--- src/rtl/countdown_scheduler.sv ---
// countdown_scheduler
// Lends one shared CW-bit down-counter to NREQ timing clients in round-robin
// order. The granted client's delay is loaded, counted down to zero, and
// answered with a one-cycle done pulse. A withdrawn request or a global abort
// cancels the service silently (no done pulse).
module countdown_scheduler #(
    parameter int NREQ = 4,
    parameter int CW   = 4
) (
    input  logic                 clk,
    input  logic                 reset,
    input  logic [NREQ-1:0]      req,
    input  logic [NREQ*CW-1:0]   req_delay,
    input  logic                 abort,
    output logic [NREQ-1:0]      gnt,
    output logic [NREQ-1:0]      done,
    output logic                 busy,
    output logic [CW-1:0]        count
);

    localparam int IW = (NREQ > 1) ? $clog2(NREQ) : 1;

    // The pointer starts at the top index so that requester 0 wins the very
    // first arbitration after reset.
    localparam logic [IW-1:0] LAST_RST = IW'(NREQ - 1);

    typedef enum logic [1:0] {
        S_IDLE  = 2'd0,
        S_COUNT = 2'd1,
        S_DONE  = 2'd2
    } state_t;

    state_t            state_q, state_d;
    logic [NREQ-1:0]   gnt_q, gnt_d;
    logic [NREQ-1:0]   done_q, done_d;
    logic [CW-1:0]     count_q, count_d;
    logic [IW-1:0]     last_q, last_d;

    // Per-requester view of the packed delay bus.
    logic [CW-1:0]     delay_arr [NREQ];

    genvar gi;
    generate
        for (gi = 0; gi < NREQ; gi++) begin : g_delay
            assign delay_arr[gi] = req_delay[gi*CW +: CW];
        end
    endgenerate

    // Round-robin pick: the lowest requester above the last owner wins;
    // failing that, wrap around to the lowest requester at or below it.
    // Scanning downwards lets the lowest matching index overwrite the others.
    logic              hi_found, lo_found;
    logic [IW-1:0]     hi_sel, lo_sel;
    logic              arb_found;
    logic [IW-1:0]     arb_sel;

    // Combinational round-robin arbiter over the live request vector.
    always_comb begin
        hi_found = 1'b0;
        lo_found = 1'b0;
        hi_sel   = '0;
        lo_sel   = '0;
        for (int i = NREQ - 1; i >= 0; i--) begin
            if (req[i]) begin
                if (IW'(i) > last_q) begin
                    hi_found = 1'b1;
                    hi_sel   = IW'(i);
                end else begin
                    lo_found = 1'b1;
                    lo_sel   = IW'(i);
                end
            end
        end
        arb_found = hi_found | lo_found;
        arb_sel   = hi_found ? hi_sel : lo_sel;
    end

    // Next-state and registered-output logic for the IDLE/COUNT/DONE service.
    always_comb begin
        state_d = state_q;
        gnt_d   = gnt_q;
        done_d  = '0;
        count_d = count_q;
        last_d  = last_q;

        case (state_q)
            S_IDLE: begin
                gnt_d = '0;
                if (arb_found) begin
                    // The delay is captured here and never looked at again,
                    // so later changes on req_delay cannot disturb the count.
                    state_d         = S_COUNT;
                    gnt_d[arb_sel]  = 1'b1;
                    count_d         = delay_arr[arb_sel];
                    last_d          = arb_sel;
                end
            end

            S_COUNT: begin
                // last_q doubles as the index of the current owner.
                if (abort || !req[last_q]) begin
                    state_d = S_IDLE;
                    gnt_d   = '0;
                    count_d = '0;
                end else if (count_q == '0) begin
                    state_d = S_DONE;
                    done_d  = gnt_q;
                end else begin
                    count_d = count_q - CW'(1);
                end
            end

            S_DONE: begin
                // The pulse is already on the wire; abort has nothing to cancel.
                state_d = S_IDLE;
                gnt_d   = '0;
            end

            default: begin
                state_d = S_IDLE;
                gnt_d   = '0;
                count_d = '0;
            end
        endcase
    end

    // State and output registers with asynchronous active-low clear.
    always_ff @(posedge clk or negedge reset) begin
        if (!reset) begin
            state_q <= S_IDLE;
            gnt_q   <= '0;
            done_q  <= '0;
            count_q <= '0;
            last_q  <= LAST_RST;
        end else begin
            state_q <= state_d;
            gnt_q   <= gnt_d;
            done_q  <= done_d;
            count_q <= count_d;
            last_q  <= last_d;
        end
    end

    assign gnt   = gnt_q;
    assign done  = done_q;
    assign count = count_q;
    assign busy  = (state_q != S_IDLE);

endmodule

--- config.mk ---
export PLATFORM = sky130hd
export DESIGN_NAME = countdown_scheduler
export DESIGN_NICKNAME = d
export VERILOG_FILES = /design/src/rtl/countdown_scheduler.sv
export SDC_FILE = /design/constraint.sdc
export NUM_CORES = 1
export LEC_CHECK = 0
export CAP_MARGIN = 20
export CORE_MARGIN = 2
export CORE_UTILIZATION = 34
export CTS_BUF_LIST = sky130_fd_sc_hd__clkbuf_8
export CTS_CLUSTER_DIAMETER = 80
export DETAILED_ROUTE_END_ITERATION = 8
export DONT_BUFFER_PORTS = 1
export MAX_ROUTING_LAYER = met4
export PLACE_DENSITY = 0.58
export SYNTH_ARGS = -nofsm -noshare
export SYNTH_HDL_FRONTEND = slang
export SYNTH_SLANG_ARGS = --single-unit
--- constraint.sdc ---
create_clock -name clk -period 1.7 [get_ports clk]
set_input_delay 0.085 -clock clk [delete_from_list [all_inputs] [get_ports clk]]
set_output_delay 0.085 -clock clk [all_outputs]
set_load 0.03 [all_outputs]
; ---- Word level (Yosys, flattened, before mapping)
; Cells that the tools add are included.
[totals]
wordCells = 86
ff_bits = 16
[op_classes]
addsub = 1
n_lt_le_gt_ge = 8
mux = 54
eq_ne = 6
reduce_logical = 9
bitwise = 3
[ops]
columns = cell, n
row1 = 2-to-1 mux 2 bit, 20
row2 = 2-to-1 mux 4 bit, 10
row3 = 2-to-1 mux 1 bit, 18
row4 = case mux 4 bit (3 select lines), 1
row5 = binary-select mux 4 bit (select 2 bit), 1
row6 = case mux 4 bit (2 select lines), 1
row7 = "less-than comparator 2 x 3 -> 1 bit, second input constant", 2
row8 = "inequality test 3 bit, second input constant", 2
row9 = "greater-than comparator 1 x 2 -> 1 bit, first input constant", 2
row10 = "greater-than comparator 2 bit, first input constant", 2
row11 = logical NOT 4 bit, 1
row12 = "inequality test 2 bit, second input constant", 2
row13 = case mux 2 bit (2 select lines), 1
row14 = AND reduction 2 bit, 2
row15 = "subtractor 4 x 1 -> 4 bit, second input constant", 1
row16 = ">= comparator 3 bit, second input constant", 1
row17 = NOT 2 -> 3 bit, 1
row18 = AND reduction 3 bit, 1
row19 = binary-select mux 1 bit (select 2 bit), 1
row20 = demux 1 bit (select 2 bit), 1
row21 = "equality test 2 x 1 -> 1 bit, second input constant", 1
row22 = "equality test 2 bit, second input constant", 1
row23 = ">= comparator 2 x 1 -> 1 bit, second input constant", 1
row24 = logical NOT 2 bit, 1
row25 = 6 further kinds, 6

; ---- Depth between registers and ports, before layout
[depth]
depth_word = 16
ltp_mapped = 8
mapped_depth_nobuf = 7

; ---- Least setup slack after synthesis
; Ideal clock, no wire load.
[synth_timing]
path_kind = register -> register
from = reg last_q[0]
to = reg count_q[0] (netlist: count[0])
slack_ns = -0.120
path_stages_with_launch = 7
period_less_slack_ns = 1.820
setup_ns = 0.132
arrival_time_ns = 1.688
path_cell_list = dfstp_2 mux4_2 and3_1 buf_6 nand2b_4 a21oi_2 o221ai_2
[synth_via]
elab_chain_cells = 16
word_cells_on_any_way = 52
[synth_lines]
columns = item, line_no
row1 = "start, declared", 37  ; logic [IW-1:0] last_q, last_d;
row2 = "start signal, assigned", 140  ; last_q <= last_d;
row3 = greater-than comparator 2 bit, 65  ; if (IW'(i) > last_q) begin
row4 = 2-to-1 mux 2 bit or 2-to-1 mux 1 bit (tied branches), 65
row5 = 2-to-1 mux 2 bit or 2-to-1 mux 1 bit (tied branches), 64  ; if (req[i]) begin
row6 = 2-to-1 mux 2 bit or 2-to-1 mux 1 bit (tied branches), 65
row7 = 2-to-1 mux 2 bit or 2-to-1 mux 1 bit (tied branches), 64
row8 = 2-to-1 mux 2 bit or 2-to-1 mux 1 bit (tied branches), 65
row9 = 2-to-1 mux 2 bit or 2-to-1 mux 1 bit (tied branches), 64
row10 = 2-to-1 mux 2 bit or 2-to-1 mux 1 bit (tied branches), 65
row11 = 2-to-1 mux 2 bit or 2-to-1 mux 1 bit (tied branches), 64
row12 = 2-to-1 mux 2 bit, 75  ; arb_sel = hi_found ? hi_sel : lo_sel;
row13 = NOT 2 -> 3 bit (not written as such), 94  ; count_d = delay_arr[arb_sel];
row14 = binary-select mux 4 bit (select 2 bit), 94
row15 = 2-to-1 mux 4 bit (not written as such) (2 in series), 94
row16 = 2-to-1 mux 4 bit, 89  ; if (arb_found) begin
row17 = case mux 4 bit (3 select lines), 86  ; case (state_q)
row18 = "end signal, assigned", 139  ; count_q <= count_d;
row19 = "end, declared", 36  ; logic [CW-1:0] count_q, count_d;
; Parallel ways exist; a longest one is shown, timed or not. The select of a mux whose other input is x is not followed.
; A chain may end at the register's enable or synchronous reset.

; ---- Worst setup path in the final report
; Ends and elaborated chain as after synthesis.

==> qor.txt <==
initial antenna violation count = 0
initial drt markers = 13
CP top delay family = flip-flops
CP Class = reg -> reg
Worst Reg-to-Reg Cells = 5
Worst EP required = 1.83 ns
Netlist cell types = 37
outcome = finished with violations
HPWL after DPL = 1712 microns
post-synth top area share = 35.53%
syn nets = 120
grt ovf = 0
min Tclk post-route = 1.794 ns
GP Congestion = 0.8641
cell area after layout = 1231 sq um
final setup fails = 8
Root Buffer = clkbuf_8
Cell Rows = 19
CTS tree = done
hold wc startpoint = req_delay[14]
largest net degree at the start of global routing = 17
Layout Utilization = 44.65%
clock buffer depth = 2
Synth Cell Area = 985.9 sq um
Post-synth EDFFs = 0
die footprint = 3347 sq um
CTS Sinks = 16
Warnings, synthesis = 0
first-pass GRT wire length = 3739 microns
Clk Latency, worst-skew pair = 0.25 ns
Seq/Total Area, Yosys = 40.86%
# diodes = 0
Hold Fails Final Rpt = 0
H-Tree Depth = 1
drt pass-1 iters = 4
routed wire length = 2305 microns
Buf+Inv Stages, Crit Path = 0
initial core utilization = 35.75%
Post-synth top cells = dfrtp_1 (14), nor3_1 (6), o21ai_0 (6)
Post-DP Area = 1099 sq um
Crit path arrival time = 1.93 ns
clock slew at reported path FFs = 0.07 ns
Worst Hold Depth = 2
Power Density = 1849 nW/um^2
slowest stage delay, CP = 0.56 ns
worst r2r src = last_q[0]
Setup crit start kind = flop
Post-Layout Cell Count = 145
post-route ant nets = 0
synth top area cells = dfrtp_1 (36%), dfstp_2 (5.3%), mux2i_1 (5.1%), and2_2 (3.8%), buf_6 (3.4%)
global-route usage over all layers = 15.38%
via/cell ratio = 5.572
die width = 57.85 microns
crit path cell chain = mux4_2, and3_4, nand2b_4, a21oi_2, o221ai_2
Setup crit start = last_q[0]
most common cell in the synthesized netlist = dfrtp_1
worst setup margin = -0.09365 ns
Vias = 808
FF+latch count, synth = 16
Slew Viols, Final = 0
share of layout cells above drive strength 1 = 39.47%
CTS buffer count = 3
Mapped Cells = 96
Tcrit/Tclk final = 105.5%
Syn Area/Cell = 10.27 sq um
max-cap viol count = 0
RSZ-0062 raised after global routing = yes
Die Y = 57.85 microns
highest clock rate = 557.5 MHz
vias in the first global route = 762
Worst Setup End Kind = flop
DRC = 0
failing checks = setup timing
asr flop ratio synth = 100.0%
Worst path depth = 5
total negative slack = -0.5047 ns
wire length per cell = 15.90 microns
clk_skew = 0.003099 ns
Synth Flop Type = dfrtp_1
Max IR drop VDD = 0.9056 mV
I/O Buffers = 0
Slew @ Worst Pin = 0.7425 ns
cell count after placement = 136
nets@finish = 139
IO Pins = 36
P&R area growth vs syn = 24.87%
crit-path max FO = 4
total power = 2.276 mW
Placeable Area = 2758 sq um
worst min path class = in -> reg
largest area contributor in the netlist = dfrtp_1
Leak = 0.5499 nW
Slowest-stage cell, CP = dfstp_2
Slew HR = 50.33%
## per-stage QoR
step           worst slack [ns]  hold WS [ns]
2_1_floorplan           -0.1017       -0.2106
3_3_place_gp           -0.04480       -0.2101
3_5_place_dp           -0.08171       -0.2101
4_1_cts                -0.08938       0.06113
5_1_grt                 -0.1686       0.08439
6_report               -0.09365       0.05641
## sequential cells by signal (all words and copies together) (netlist names)
signal	flops
gnt	4
state_q	2
done	4
last_q	2
count	4
## where the power goes
| part | total (mW) | internal, mW | switching [mW] |
|---|---|---|---|
| clock network | 0.345 | 0.206 | 0.139 |
| registers | 0.736 | 0.525 | 0.211 |
| logic | 1.20 | 0.561 | 0.635 |
## layer usage
metal | vias to the layer above | global-route usage, % | routed length, microns
met1 | 388 | 19.91 | 1060
met4 | 0 | 4.983 | 19
met3 | 4 | 4.688 | 124
met5 | - | - | 0
li1 | 389 | - | -
met2 | 27 | 23.05 | 1100
## timing repair
action                                 in CTS  in global routing
endpoints found under the hold margin      16                  0
setup buffers                               0                  4
setup endpoints to repair                   9                 11
resized for setup                           2                 13
hold buffers                                1                  0
pin swaps                                   2                  1
## cell usage in the layout, fill, tap and decap left out, types with 2 or more instances in the layout
| master | count |
|---|---|
| inv_1 | 5 |
| a21oi_2 | 2 |
| buf_4 | 11 |
| a21oi_1 | 2 |
| nor3_1 | 6 |
| mux2i_1 | 5 |
| buf_6 | 4 |
| nor3b_1 | 2 |
| or2_2 | 2 |
| mux2_2 | 3 |
| o21ai_0 | 4 |
| and2_4 | 5 |
| o221ai_2 | 2 |
| nand3_1 | 5 |
| nor2b_1 | 3 |
| dfrtp_1 | 14 |
| o21ai_1 | 2 |
| nand2b_1 | 2 |
| clkbuf_8 | 4 |
| nand2_2 | 2 |
| nor2_1 | 4 |
| nand2_1 | 3 |
| dfstp_2 | 2 |
## final cells by class
class	count	area, sq um
Clock buffer	4	55.05
Timing Repair Buffer	17	157.7
Sequential cell	16	402.9
Inverter	5	18.77
Fill cell	269	1526
Tap cell	31	38.79
Multi-Input combinational cell	72	558.0
## cell families (layout without fill, tap and decap cells)
logic type | Yosys count | count (layout) | share of synthesized area [%]
buffers and inverters | 8 | 26 | 5.330
multiplexers | 9 | 9 | 10.79
adder cells (fa/ha/maj) | 1 | 1 | 1.269
flip-flops | 16 | 16 | 40.86
AO/OA/AOI/OAI | 21 | 21 | 15.86
AND/OR/NAND/NOR | 41 | 41 | 25.89
## final timing paths
path | endpoint | slack, ns
worst max register to register | count[0] | -0.09
worst min-delay path | count[2] | 0.06
max in group asynchronous | done[1] | 0.90
worst max-delay path | count[0] | -0.09
worst min register to register | last_q[0] | 0.53
min in group asynchronous | count[1] | 0.34
(Power assumes the default switching activity.)
